$ cat src/rtl/pll_reset_pkg.sv
// Shared types and sizing helpers for the PLL reset sequencer.
package pll_reset_pkg;

   typedef enum logic [1:0] {
      WAIT_LOCK,
      STABILIZE,
      RELEASE,
      RUN
   } state_e;

   localparam int SYNC_STAGES = 2;

   // Width of a counter that runs 0..cycles-1; never narrower than one bit.
   function automatic int cnt_w(input int cycles);
      return (cycles > 1) ? $clog2(cycles) : 1;
   endfunction

endpackage

$ cat src/rtl/sync_2ff.sv
// Two-flop synchroniser with async active-low clear.
// Latency: 2 clk edges; no backpressure.
module sync_2ff
   import pll_reset_pkg::*;
(
   input  logic clk,
   input  logic rst_n,
   input  logic d_i,
   output logic q_o
);

   logic [SYNC_STAGES-1:0] sync_q;

   always_ff @(posedge clk or negedge rst_n) begin
      if (!rst_n) begin
         sync_q <= '0;
      end else begin
         sync_q <= {sync_q[SYNC_STAGES-2:0], d_i};
      end
   end

   assign q_o = sync_q[SYNC_STAGES-1];

endmodule

$ cat src/rtl/pll_reset_sequencer.sv
// Lock-qualified, ordered release of NUM_STAGES active-low resets.
// Latency: bit k released 2+LOCK_STABLE_CYCLES+k*STAGE_GAP_CYCLES edges after lock is sampled; no backpressure.
module pll_reset_sequencer
   import pll_reset_pkg::*;
#(
   parameter int LOCK_STABLE_CYCLES = 1024,
   parameter int STAGE_GAP_CYCLES   = 16,
   parameter int NUM_STAGES         = 3,
   parameter int LOSS_CNT_W         = 8
) (
   input  logic                  global_clock,
   input  logic                  reset_n,
   input  logic                  locked,
   input  logic                  force_reset,
   output logic [NUM_STAGES-1:0] sys_reset_n,
   output logic                  ready,
   output logic [LOSS_CNT_W-1:0] lock_loss_count
);

   localparam int STABLE_W = cnt_w(LOCK_STABLE_CYCLES);
   localparam int GAP_W    = cnt_w(STAGE_GAP_CYCLES);
   localparam logic [STABLE_W-1:0] STABLE_LAST = STABLE_W'(LOCK_STABLE_CYCLES - 1);
   localparam logic [GAP_W-1:0]    GAP_LAST    = GAP_W'(STAGE_GAP_CYCLES - 1);

   logic                  locked_sync;
   state_e                state_q, state_d;
   logic [STABLE_W-1:0]   stable_q, stable_d;
   logic [GAP_W-1:0]      gap_q, gap_d;
   logic [NUM_STAGES-1:0] stage_q, stage_d;
   logic                  ready_q, ready_d;
   logic [LOSS_CNT_W-1:0] loss_q, loss_d;

   sync_2ff u_lock_sync (
      .clk   (global_clock),
      .rst_n (reset_n),
      .d_i   (locked),
      .q_o   (locked_sync)
   );

   always_ff @(posedge global_clock or negedge reset_n) begin
      if (!reset_n) begin
         state_q  <= WAIT_LOCK;
         stable_q <= '0;
         gap_q    <= '0;
         stage_q  <= '0;
         ready_q  <= 1'b0;
         loss_q   <= '0;
      end else begin
         state_q  <= state_d;
         stable_q <= stable_d;
         gap_q    <= gap_d;
         stage_q  <= stage_d;
         ready_q  <= ready_d;
         loss_q   <= loss_d;
      end
   end

   always_comb begin
      state_d  = state_q;
      stable_d = stable_q;
      gap_d    = gap_q;
      stage_d  = stage_q;
      ready_d  = ready_q;
      loss_d   = loss_q;
      unique case (state_q)
         WAIT_LOCK: begin
            stage_d = '0;
            ready_d = 1'b0;
            if (locked_sync) begin
               state_d  = STABILIZE;
               stable_d = '0;
            end
         end
         STABILIZE: begin
            if (!locked_sync || force_reset) begin
               state_d = WAIT_LOCK;
            end else if (stable_q == STABLE_LAST) begin
               stage_d = NUM_STAGES'(1);
               gap_d   = '0;
               // A single-stage build is fully released on this same edge.
               state_d = stage_d[NUM_STAGES-1] ? RUN : RELEASE;
            end else begin
               stable_d = stable_q + STABLE_W'(1);
            end
         end
         RELEASE, RUN: begin
            // Lock loss wins over a coincident force_reset so it is still counted.
            if (!locked_sync) begin
               state_d = WAIT_LOCK;
               stage_d = '0;
               ready_d = 1'b0;
               if (loss_q != '1) begin
                  loss_d = loss_q + LOSS_CNT_W'(1);
               end
            end else if (force_reset) begin
               state_d = WAIT_LOCK;
               stage_d = '0;
               ready_d = 1'b0;
            end else if (state_q == RUN) begin
               ready_d = 1'b1;
            end else if (gap_q == GAP_LAST) begin
               stage_d = NUM_STAGES'({stage_q, 1'b1});
               gap_d   = '0;
               if (stage_d[NUM_STAGES-1]) begin
                  state_d = RUN;
               end
            end else begin
               gap_d = gap_q + GAP_W'(1);
            end
         end
         default: state_d = WAIT_LOCK;
      endcase
   end

   assign sys_reset_n     = stage_q;
   assign ready           = ready_q;
   assign lock_loss_count = loss_q;

endmodule
$ cat config.mk
export PLATFORM = sky130hd
export DESIGN_NAME = pll_reset_sequencer
export DESIGN_NICKNAME = d
export VERILOG_FILES = /design/src/rtl/pll_reset_pkg.sv /design/src/rtl/sync_2ff.sv /design/src/rtl/pll_reset_sequencer.sv
export SDC_FILE = /design/constraint.sdc
export NUM_CORES = 1
export LEC_CHECK = 0
export ABC_CLOCK_PERIOD_IN_PS = 2700
export CAP_MARGIN = 20
export CORE_MARGIN = 5
export CORE_UTILIZATION = 40
export CTS_CLUSTER_SIZE = 8
export DETAILED_ROUTE_END_ITERATION = 8
export PLACE_DENSITY_LB_ADDON = 0.08
export RECOVER_POWER = 25
export SLEW_MARGIN = 20
export SYNTH_ARGS = -nofsm -noshare
export SYNTH_HDL_FRONTEND = slang
export SYNTH_HIERARCHICAL = 1
export SYNTH_SLANG_ARGS = --single-unit
$ cat constraint.sdc
create_clock -name global_clock -period 2.7 [get_ports global_clock]
set_clock_uncertainty 0.15 [all_clocks]
set_input_delay 0.405 -clock global_clock [delete_from_list [all_inputs] [get_ports global_clock]]
set_output_delay 0.405 -clock global_clock [all_outputs]
set_load 0.02 [all_outputs]
After elaboration in Yosys (flattened, before gate mapping)
Cells that the tools add are included.
{ "classes": {"addsub": 3, "eq_ne": 18, "mux": 31, "n_bitwise": 1, "n_reduce_logical": 13} }
{ "op_table": {"columns": ["cell", "count"], "rows": [
  ["$mux W10", 3],
  ["$mux W4", 6],
  ["$pmux W10 S2", 1],
  ["$mux W3", 6],
  ["$mux W2", 8],
  ["$ne A4 B4 Y1 const B", 4],
  ["$add A10 B1 Y10 const B", 1],
  ["$eq A10 B10 Y1 const B", 1],
  ["$ne A2 B2 Y1 const B", 5],
  ["$pmux W3 S3", 1],
  ["$add A8 B1 Y8 const B", 1],
  ["$ne A8 B8 Y1 const B", 1],
  ["$pmux W4 S2", 1],
  ["$reduce_and A4 Y1", 2],
  ["$pmux W2 S3", 1],
  ["$reduce_and A6 Y1", 1],
  ["$reduce_bool A2 Y1", 3],
  ["$reduce_and A5 Y1", 1],
  ["$add A4 B1 Y4 const B", 1],
  ["$eq A2 B2 Y1 const B", 2],
  ["$eq A4 B4 Y1 const B", 1],
  ["$ne A2 B1 Y1 const B", 2],
  ["$mux W1", 3],
  ["$ne A3 B3 Y1 const B", 1],
  ["other kinds (9)", 9]
]} }
{ "totals": {"reg_bits": 30, "input_bits": 4, "elab_cells": 73} }

Logic depth before layout (Yosys ltp)
Gate-level depths: netlist of the first run.
{ "depth": {"depth_word": 6, "depth_mapped": 7} }

Hierarchy
The synthesis of the first run kept the hierarchy.
{ "by_module_without_submodules": {"columns": ["module", "n_inst", "cells_each", "area_per_inst_um2", "seq_area_each_um2"], "rows": [
  ["pll_reset_sequencer", 1, 161, 1645.3, 700.7],
  ["sync_2ff", 1, 2, 50.0, 50.0]
]} }

Least setup slack after synthesis of the first run
OpenSTA, ideal clock, no wires.
{ "synth_path": {"kind": "reg2reg", "startpoint": "reg state_q[1]", "endpoint": "reg stage_q[0] (netlist: sys_reset_n[0])", "arrival_ps": 1672, "required_ps": 2425, "path_slack_ps": 753, "path_stages_with_launch": 7, "path_buffers": 1, "synth_period_minus_slack_ps": 1947, "cell_sequence": "dfrtp_1 -> inv_1 -> ha_1 -> clkbuf_1 -> o41a_1 -> o21bai_4 -> mux2_4"} }
{ "synth_via": {"elab_chain_len": 4, "word_cells_on_any_way": 11} }
{ "synth_rtl": {"columns": ["item", "line_no", "rtl"], "rows": [
  ["start: declaration", "pll_reset_sequencer.sv:26", "state_e state_q, state_d;"],
  ["start signal: assignment", "pll_reset_sequencer.sv:49", "state_q <= state_d;"],
  ["$eq A2 B2 Y1 (on tied branches)", "pll_reset_sequencer.sv:65, pll_reset_sequencer.sv:99", null],
  ["$reduce_or A2 Y1", "pll_reset_sequencer.sv:65", "unique case (state_q)"],
  ["$ne A4 B4 Y1 (no line)", null, null],
  ["$reduce_and A4 Y1 (no line)", null, null],
  ["end signal: assignment", "pll_reset_sequencer.sv:52", "stage_q <= stage_d;"],
  ["end: declaration", "pll_reset_sequencer.sv:29", "logic [NUM_STAGES-1:0] stage_q, stage_d;"]
]} }
Parallel ways exist; a longest one is shown, timed or not.
A chain may end at the register's enable or synchronous reset.

Worst setup path after layout of the first run
{ "layout_path": {"startpoint": "reg state_q[1]", "endpoint": "reg stable_q[9]"} }
{ "layout_via": {"elab_chain_len": 3, "word_cells_on_any_way": 8} }
{ "layout_rtl": {"columns": ["item", "line_no", "rtl"], "rows": [
  ["$eq A2 B1 Y1 / $logic_not A2 Y1 (equally long branches)", "pll_reset_sequencer.sv:65", null],
  ["$ne A2 B2 Y1 (no line) (tied with other cells)", null, null],
  ["$reduce_and A4 Y1 (no line)", null, null],
  ["end signal: assignment", "pll_reset_sequencer.sv:50", "stable_q <= stable_d;"],
  ["end: declaration", "pll_reset_sequencer.sv:27", "logic [STABLE_W-1:0] stable_q, stable_d;"]
]} }
Parallel ways exist; a longest one is shown, timed or not.

==> qor.yml, run 1 <==
status: "complete, no violations"
row_count: 23
cts_tree: "yes"
startpoint_type: "flop"
die_w_um: 75.1
htreeDepth: 2
synthesis.instances: 163
synth_edf_count: 0
yosys_warnings: 6
fill_cells: 384
worstSetupStartpoint: "state_q[1]"
fin_crit_ns: 2.20
postRouteAntennaNets: 0
dpl.cell_count: 229
die_area_um2: 5640
power.leakage_nw: 0.911
grt_max_degree: 31
end_kind: "flop"
ctsResizeCount: 0
grt_pass1_wl_um: 6090
antenna_found_initial: 0
cts_buffers: 5
fmax_ghz: 0.454
place_hpwl_um: 2490
synth_flop_cell: "dfrtp_1"
route.detailed.drc: 0
drv_cap: 0
cp-endpoint: "stable_q[9]"
hold_buffers: 0
synth_top_area_share: 0.443
fin_nets: 200
power_switching_uw: 584
drtIter0Drc: 84
finalCritPeriodShare: 0.815
swShare: 0.363
path_clk_slew_ns: 0.07
r2r-end: "stable_q[9]"
routed_wl_um: 3460
hold_path_class: "reg2reg"
drv_slew: 0
wl_per_cell_um: 14.6
postSynthAreaPerCell_um2: 10.4
cts_root_buf: "clkbuf_8"
num_antenna_cells: 0
vias: 1331
ir_drop_uv: 429
async_flop_share: 1.00
grt_usage: 0.141
core-area_um2: 4060
clock_sinks: 30
cts_setup_buffers: 0
power.share.clock: 0.229
die_y_um: 75.1
worst_path_max_delay_cell: "or4_1"
hold_ws_ns: 0.190
worstMarginPinSlew_ns: 0.665
cts_max_path_buffers: 2
overflow: 0
initial_core_util: 0.418
cp_cell_sequence: "inv_1, ha_1, and3b_1, o311ai_1, or4_1, a21oi_1"
insertion_delay_ns: 0.28
syn_nets: 177
ys_ff_latch: 30
grt_pass1_vias: 1310
viasPerCell: 5.62
required_ns: 2.75
seqPwrFrac: 0.380
synth_area_leaders: "dfrtp_1 44%, ha_1 7.4%, xor2_1 4.1%, a21oi_1 2.7%, nand2_1 2.7%"
powerDensity_nw_per_um2: 799
dr.pass1.iters: 4
synth_top_cell_by_area: "dfrtp_1"
final_util: 0.497
synthesis.area_um2: 1700
pwr-share-comb: 0.391
cp_max_fo: 7
arrival_ns: 2.25
r2r_cells: 6
setup_viol: 0
r2r_slack_ns: 0.50
r2r_start: "state_q[1]"
final.setup.tns_ns: 0
drive_gt1_frac: 0.107
rsz0062_at_grt: "false"
relSlewSlack: 0.550
io_pins: 16
finalWeightedCongestion: 0.766
ys_seq_area_frac: 0.443
synth.distinct_cells: 48
io_buffers: 15
finalHoldViolations: 0
worst_path_largest_cell_delay_ns: 0.45
area_growth_pct: 19.0
internal_power_mw: 1.03
final_cells: 237
crit_type: "reg2reg"
## worst min path at each step
stage / slack, ns / depth (start not counted) / endpoint / from
global placement: 0.18 / 0 / u_lock_sync/sync_q[1] / u_lock_sync/sync_q[0]
CTS: 0.19 / 0 / u_lock_sync/sync_q[1] / u_lock_sync/sync_q[0]
detailed placement: 0.19 / 0 / u_lock_sync/sync_q[1] / u_lock_sync/sync_q[0]
global route: 0.20 / 0 / u_lock_sync/sync_q[1] / u_lock_sync/sync_q[0]
floorplan: -0.04 / 0 / gap_q[0] / reset_n
finish: 0.19 / 0 / u_lock_sync/sync_q[1] / u_lock_sync/sync_q[0]
## cell usage in the layout (no fill, tap or decap), types with 3 or more instances in the layout
master,n
nand2_1,12
a22o_1,3
a21oi_1,9
buf_4,4
nand2b_1,3
nand3_1,6
xnor2_1,3
dfrtp_1,30
inv_1,8
clkbuf_8,6
nor2_1,10
o21ai_0,7
or3_1,3
clkdlybuf4s50_1,13
o31ai_1,5
mux2i_1,3
xor2_1,8
ha_1,10
## metrics by stage
step / power (mW) / setup slack [ns] / area, um2
floorplan: 1.05 / 0.753 / 1700
global placement: 1.24 / 0.347 / 1930
detailed placement: 1.25 / 0.330 / 1930
CTS: 1.63 / 0.515 / 2020
global route: 1.73 / 0.330 / 2020
finish: 1.61 / 0.498 / 2020
## routing by layer
metal	GRT usage	part of all wire	up-vias
li1	-	-	643
met1	0.191	0.49	646
met2	0.217	0.44	38
met3	0.0441	0.059	4
met4	0.0415	0.0081	0
met5	0	0	-
## critical path: cells and delay by family (launching register included)
kind            cells  cell delay [ns]
fa+ha+maj           1             0.19
compound gates      2             0.41
simple gates        2             0.75
buf+inv             1             0.18
flops               1             0.44
## layout make-up
class                           instances  area (um2)  area share
Multi-Input combinational cell        122         902       0.447
Sequential cell                        30         751       0.372
Timing Repair Buffer                   19         180      0.0893
Clock buffer                            7        86.3      0.0428
Tap cell                               50        62.6      0.0310
Inverter                                8        30.0      0.0149
Clock inverter                          1        5.00     0.00248
## kinds of logic after synthesis
family | after synthesis | synth area share
simple gates | 56 | 0.192
compound gates | 39 | 0.170
flops | 30 | 0.443
xor+xnor | 11 | 0.0568
buf+inv | 11 | 0.0251
fa+ha+maj | 10 | 0.0738
mux | 6 | 0.0398
## state kept, by name (all words and copies together), names as in the netlist
name                flops
stable_q               10
lock_loss_count         8
gap_q                   4
sys_reset_n             3
state_q                 2
u_lock_sync/sync_q      2
ready                   1
## power by group through the flow
stage	Sequential, mW	Clock [mW]	Combinational [mW]
floorplan	0.642	0	0.405
global placement	0.616	0	0.623
detailed placement	0.620	0	0.629
CTS	0.613	0.381	0.635
global route	0.626	0.410	0.696
finish	0.612	0.369	0.629
## Yosys cell counts (2+ instances only)
cell type	count
o21ai_0	7
nand4b_1	2
o211ai_1	2
inv_1	8
a21oi_1	9
xnor2_1	3
nor2_1	10
nor2b_1	2
and2_1	2
nand4_1	2
nand3_1	6
nand2b_1	3
nor4_1	2
o31ai_1	5
clkbuf_1	2
ha_1	10
nand2_1	12
nor3_1	2
dfrtp_1	30
a22o_1	3
xor2_1	8
mux2_2	2
mux2i_1	3
or3_1	3
and3_1	2
Power figures use the tool's default switching activity.
==> run 2: changes to the inputs <==
--- a/config.mk
+++ b/config.mk
@@ -5,7 +5,7 @@
 export SDC_FILE = /design/constraint.sdc
 export NUM_CORES = 1
 export LEC_CHECK = 0
-export ABC_CLOCK_PERIOD_IN_PS = 2700
+export ABC_CLOCK_PERIOD_IN_PS = 2100
 export CAP_MARGIN = 20
 export CORE_MARGIN = 5
 export CORE_UTILIZATION = 40
==> constraint.sdc (replaced) <==
create_clock -name global_clock -period 2.1 [get_ports global_clock]
set_clock_uncertainty 0.15 [all_clocks]
set_input_delay 0.315 -clock global_clock [delete_from_list [all_inputs] [get_ports global_clock]]
set_output_delay 0.315 -clock global_clock [all_outputs]
set_load 0.02 [all_outputs]
==> run 2 against run 1 <==
Clock-buffer cell count stayed put; non-clock buffer count increased by 15; worst setup slack worse by 0.39 ns; core utilization up 2.9 points; power up 38%; critical path depth did not move; combinational power rose by 54%; register-to-register slack got worse by 0.39 ns; critical endpoint is now gap_q[2]; largest power group unchanged; maximum frequency increased by 11%; clock power rose by 33%; sequential share of layout area is 2.1 points lower.
==> qor.yml, run 2 (synthesis results as in run 1) <==
r2r_start: "stable_q[1]"
hold_buffers: 0
finalHoldViolations: 0
grt_max_degree: 31
clock_sinks: 30
largest_reg_flops: 10
fin_crit_ns: 1.99
setup_viol: 0
powerDensity_nw_per_um2: 1050
hold_path.startpoint: "u_lock_sync/sync_q[0]"
worstMarginPinSlew_ns: 0.768
grt_pass1_vias: 1353
final_common_cell: "dfrtp_1"
area_growth_pct: 25.9
hold_path_class: "reg2reg"
end_kind: "flop"
drive_gt1_frac: 0.178
path_clk_slew_ns: 0.07
postRouteAntennaNets: 0
hold_ws_ns: 0.194
die_y_um: 75.1
drv_slew: 0
viasPerCell: 5.53
fin_nets: 215
final_util: 0.526
final_cell_mix: "30 x dfrtp_1, 18 x buf_4, 13 x clkdlybuf4s50_1"
cts_buffers: 5
overflow: 0
route.detailed.drc: 0
dr.pass1.iters: 4
place_hpwl_um: 2640
relSlewSlack: 0.488
antenna_found_initial: 0
finalCritPeriodShare: 0.949
startpoint_type: "flop"
fill_cells: 367
routed_wl_um: 3710
num_antenna_cells: 0
placed_area_um2: 2040
die_area_um2: 5640
cp_max_fo: 5
io_buffers: 15
final_cells: 252
worstSetupStartpoint: "stable_q[1]"
status: "complete, no violations"
report.power.total_mw: 2.23
drtIter0Drc: 78
grt_pass1_wl_um: 6360
die_w_um: 75.1
cts_root_buf: "clkbuf_8"
drv_cap: 0
crit_type: "reg2reg"
power.leakage_nw: 0.980
cts_max_path_buffers: 2
dpl.cell_count: 244
cts_tree: "yes"
vias: 1393
required_ns: 2.09
ir_drop_uv: 615
insertion_delay_ns: 0.28
htreeDepth: 2
io_pins: 16
grt_usage: 0.150
rsz0062_at_grt: "false"
arrival_ns: 1.99
fmax_ghz: 0.502
design_area_um2: 2130
row_count: 23
finalWeightedCongestion: 0.810
core-area_um2: 4060
initial_core_util: 0.418
wl_per_cell_um: 14.7
largest_register: "stable_q"
==> run 2: stage by stage <==
step           TNS (ns)  setup WS [ns]
6_report              0          0.108
5_1_grt               0        0.00172
4_1_cts               0          0.108
3_5_place_dp     -0.423         -0.110
3_3_place_gp     -0.236        -0.0885
2_1_floorplan         0          0.153
==> run 2: repair_timing <==
item,in CTS,in global routing
setup endpoints to repair,0,2
buffers inserted,0,0
resized for setup,0,1
==> run 2: path summary, 6_finish.rpt <==
| kind | end | slack (ns) | depth (start not counted) |
|---|---|---|---|
| worst max-delay path | gap_q[2] | 0.11 | 6 |
| worst min-delay path | u_lock_sync/sync_q[1] | 0.19 | 0 |
| worst max register to register | gap_q[2] | 0.11 | 6 |
| worst min register to register | u_lock_sync/sync_q[1] | 0.19 | 0 |
| max in group asynchronous | gap_q[3] | 0.83 | 2 |
| min in group asynchronous | ready | 0.47 | 2 |
==> run 2: report_power, final <==
group | switching, mW | internal, mW | leakage (nW)
sequential | 0.0962 | 0.674 | 0.402
combinational | 0.474 | 0.496 | 0.530
clock | 0.227 | 0.264 | 0.0482
==> run 2: layout make-up <==
type / count / area, um2 / area share
clock buffer: 7 / 86.3 / 0.0404
multi-input combinational: 122 / 910 / 0.426
tap: 50 / 62.6 / 0.0293
clock inverter: 1 / 5.00 / 0.00234
sequential: 30 / 751 / 0.352
inverter: 8 / 30.0 / 0.0141
timing repair buffer: 34 / 290 / 0.136
==> run 2: worst max-delay path, cell delays in order (launching register included) <==
cell	delay [ns]
dfrtp_1	0.36
ha_1	0.21
nand3_1	0.21
o41a_1	0.42
buf_4	0.16
o31ai_1	0.20
o21ai_0	0.14
==> run 2: metal layers <==
metal	global-route usage	up-vias	wire length (um)	share of wire
met5	0	-	0	0
met4	0.0534	0	68	0.018
met3	0.0441	8	296	0.080
met2	0.215	46	1580	0.43
met1	0.213	668	1760	0.48
li1	-	671	-	-
==> RTL edit 1 (flow settings as in run 1) <==
Make the reset (`reset_n` and `rst_n`) synchronous in 2 clocked blocks. Comments in the files are not updated.
--- a/src/rtl/sync_2ff.sv
+++ b/src/rtl/sync_2ff.sv
@@ -11,7 +11,7 @@
 
    logic [SYNC_STAGES-1:0] sync_q;
 
-   always_ff @(posedge clk or negedge rst_n) begin
+   always_ff @(posedge clk) begin
       if (!rst_n) begin
          sync_q <= '0;
       end else begin
--- a/src/rtl/pll_reset_sequencer.sv
+++ b/src/rtl/pll_reset_sequencer.sv
@@ -37,7 +37,7 @@
       .q_o   (locked_sync)
    );
 
-   always_ff @(posedge global_clock or negedge reset_n) begin
+   always_ff @(posedge global_clock) begin
       if (!reset_n) begin
          state_q  <= WAIT_LOCK;
          stable_q <= '0;
Behaviour: no difference found for any inputs over 10 cycles, from zero or initial values and one cycle with reset_n low; that may be too few to reach the edited logic, so the function may still have changed.
==> RTL edit 1 against run 1 <==
First-iteration DRC count fell by 21%; area after synthesis rose by 1.0%; count of clock-buffer cells in the layout did not move; setup slack got worse by 0.12 ns; cell area fell by 0.31%; maximum frequency fell by 5.1%; wire length rose by 13%; sequential cell count did not move; critical endpoint is now stable_q[9].
Power is not compared: it rests on default switching activity, and its combinational part moved more than twofold at a synthesized area within 25%.
==> RTL edit 1: results <==
outcome:
  status: "finished clean"
synth:
  synth_fa_ha_area_share_pct: 7.305
  synth-xor-area-share_pct: 2.557
  synthDistinctLibCells: 43
  synthArstFlopShare_pct: 0
  synthMuxAreaShare_pct: 3.579
  postSynthAreaPerCell_um2: 8.784
  seq_area_frac_synth_pct: 35.06
  syn_nets: 209
  synth_compound_area_share_pct: 22.43
  ys_seq_elements: 30
critical_path:
  cp_slowest_stage_delay_ns: 0.53
  rrSetupSlack_ns: 0.38
  cp_data_arrival_time_ns: 2.37
  cp-endpoint: "stable_q[9]"
routing:
  num_vias: 1512
  wl_met1_mm: 1.957
  drt_iter0_drc: 66
  routed_via_density: 5.684
  wl_per_cell_um: 14.74
  dr_wl_met3_um: 151
placed_design:
  placed_area_mm2: 0.001927
  dp.cells: 258
  place_hpwl_mm: 2.896
  gp_congestion: 0.8321
  pre_cts_ws_ns: 0.3939
global_route:
  grt_max_degree: 17
  grt.total_usage_pct: 15.28
  grt_pass1_wl_mm: 6.720
final_layout:
  multiInputGateArea_mm2: 0.001061
  drive_gt1_share_pct: 6.944
  clock_area_share_pct: 4.543
  layout-area-overhead-vs-synth_pct: 17.39
  nonClkBufAreaFrac_pct: 8.214
  fillerInstances: 398
  nNonClkBuffers: 18
  sh_seq_area_pct: 29.87
  num-multi-input-gates: 152
pwr:
  ir_drop_mv: 0.3452
sta:
  slew_headroom_pct: 61.17
  min_period_over_period_pct: 85.96
  worst_hold_slack_ns: 0.2849
die:
  taps: 50
worst_hold_path:
  worstHoldStart: "u_lock_sync/sync_q[0]"
  worstHoldEndpoint: "u_lock_sync/sync_q[1]"
## RTL edit 1: cell count changes in the layout (fill, tap and decap cells not counted), sizes merged, moves of 4 or more
cell	before	now
nand2	12	18
a21oi	9	16
dfrtp	30	0
nor2	10	14
dfxtp	0	30
o2111ai	1	5
or4	1	8
nand3b	0	4
## RTL edit 1: metal layers
layer,vias to the layer above,GRT usage (%)
li1,771,-
met2,29,24.54
met5,-,0
met3,7,4.090
met4,0,4.854
met1,705,20.00
## RTL edit 1: cell families (layout without fill, tap and decap cells)
group                    Yosys count  after routing
multiplexers                       6              6
XOR/XNOR                           5              5
adder cells (fa/ha/maj)           10             10
flip-flops                        30             30
AND/OR/NAND/NOR                   79             79
buffers and inverters             13             34
AO/OA/AOI/OAI                     52             52
## RTL edit 1: power groups by stage
stage	clock network, W	registers (W)	logic, W
floorplan	0	0.000469	0.000114
global placement	0	0.000469	0.000151
detailed placement	0	0.000470	0.000154
CTS	0.000384	0.000460	0.000154
global route	0.000401	0.000461	0.000168
finish	0.000373	0.000460	0.000153
==> RTL edit 2 (flow settings as in run 1) <==
Without the edit above. `NUM_STAGES`: 3 -> 2.
--- a/src/rtl/pll_reset_sequencer.sv
+++ b/src/rtl/pll_reset_sequencer.sv
@@ -5,7 +5,7 @@
 #(
    parameter int LOCK_STABLE_CYCLES = 1024,
    parameter int STAGE_GAP_CYCLES   = 16,
-   parameter int NUM_STAGES         = 3,
+   parameter int NUM_STAGES         = 2,
    parameter int LOSS_CNT_W         = 8
 ) (
    input  logic                  global_clock,
Ports: changed (resized sys_reset_n); port bits go from 16 to 15. No check against the original RTL was run, so the function may have changed too.
==> RTL edit 2 against run 1 <==
The flow now finishes with violations (max-capacitance violations, max-slew violations); setup slack improved by 0.035 ns; synthesized cell count decreased by 3.1%; area after synthesis decreased by 2.0%; sequential share of layout area decreased by 0.25 points; die area decreased by 1.7%; wire length decreased by 2.8%; sequential cell count decreased by 1; non-clock buffer count decreased by 3; total power increased by 2.2%; combinational power increased by 1%; cell area decreased by 2.7%; largest power group unchanged.
==> RTL edit 2: results <==
outcome:
  status: "complete, but fails checks"
  violations: "max-capacitance violations, max-slew violations"
placed_design:
  pre_cts_ws_ns: 0.3853
  placed_area_mm2: 0.001866
  place_hpwl_mm: 2.442
  gp_congestion: 0.7552
critical_path:
  cp_data_arrival_time_ns: 2.23
  reg2reg_to: "stable_q[7]"
  crit_fanout: 6
  cp_slowest_stage_delay_ns: 0.48
  rrSetupSlack_ns: 0.53
routing:
  totalWireLength_mm: 3.360
  met2_length_mm: 1.595
  routed_via_density: 5.511
  dr_wl_met3_um: 112
sta:
  drv_slew: 30
  min_period_over_period_pct: 80.26
final_layout:
  nNonClkBuffers: 16
  fillerInstances: 370
  drive_gt1_share_pct: 13.41
  num-multi-input-gates: 119
  fin_nets: 192
  nonClkBufAreaFrac_pct: 7.712
  layout-area-overhead-vs-synth_pct: 18.15
synth:
  seq_area_frac_synth_pct: 43.67
  synthDistinctLibCells: 51
  synth_fa_ha_area_share_pct: 7.530
  ys_top_cells_by_area: "dfrtp_1 44%, ha_1 7.5%, nand2_1 4.5%"
  synth_compound_area_share_pct: 13.70
  ys_seq_elements: 29
  postSynthAreaPerCell_um2: 10.52
  syn_nets: 172
pwr:
  leakagePower_nw: 0.8797
  power.share.combinational_pct: 38.6
  ir_drop_mv: 0.4924
  powerComb_w: 0.000635
  netSwitchingPower_w: 0.0006101
global_route:
  grt_max_degree: 30
  grt_pass1_wl_mm: 5.940
  use_met1_pct: 17.47
  grt.total_usage_pct: 14.09
  use_met3_pct: 5.135
run:
  timing.max_cap.violations: 1
## RTL edit 2: changes by cell type in the layout (fill, tap and decap cells not counted), moves of 3 or more
cell and change:
a21oi_1 -4, a22o_1 -3, buf_4 -3, nand2_1 +8
nand3_1 -3, nor3_1 +3, o21ai_0 -3, o31ai_1 -4
or3_1 -3, xor2_1 -3
## RTL edit 2: worst max-delay path by stage
stage / start / to / cells after the start
after floorplan: lock_loss_count[0] / lock_loss_count[7] / 5
after global placement: force_reset / gap_q[0] / 5
after detailed placement: force_reset / gap_q[0] / 5
after CTS: state_q[0] / lock_loss_count[7] / 7
after global routing: reset_n / lock_loss_count[6] / 2
final: state_q[1] / stable_q[7] / 6
## RTL edit 2: logic make-up after synthesis
kind of cell | count (synthesis)
multiplexers | 8
flip-flops | 29
XOR/XNOR | 10
buffers and inverters | 10
adder cells (fa/ha/maj) | 10
AND/OR/NAND/NOR | 62
AO/OA/AOI/OAI | 29
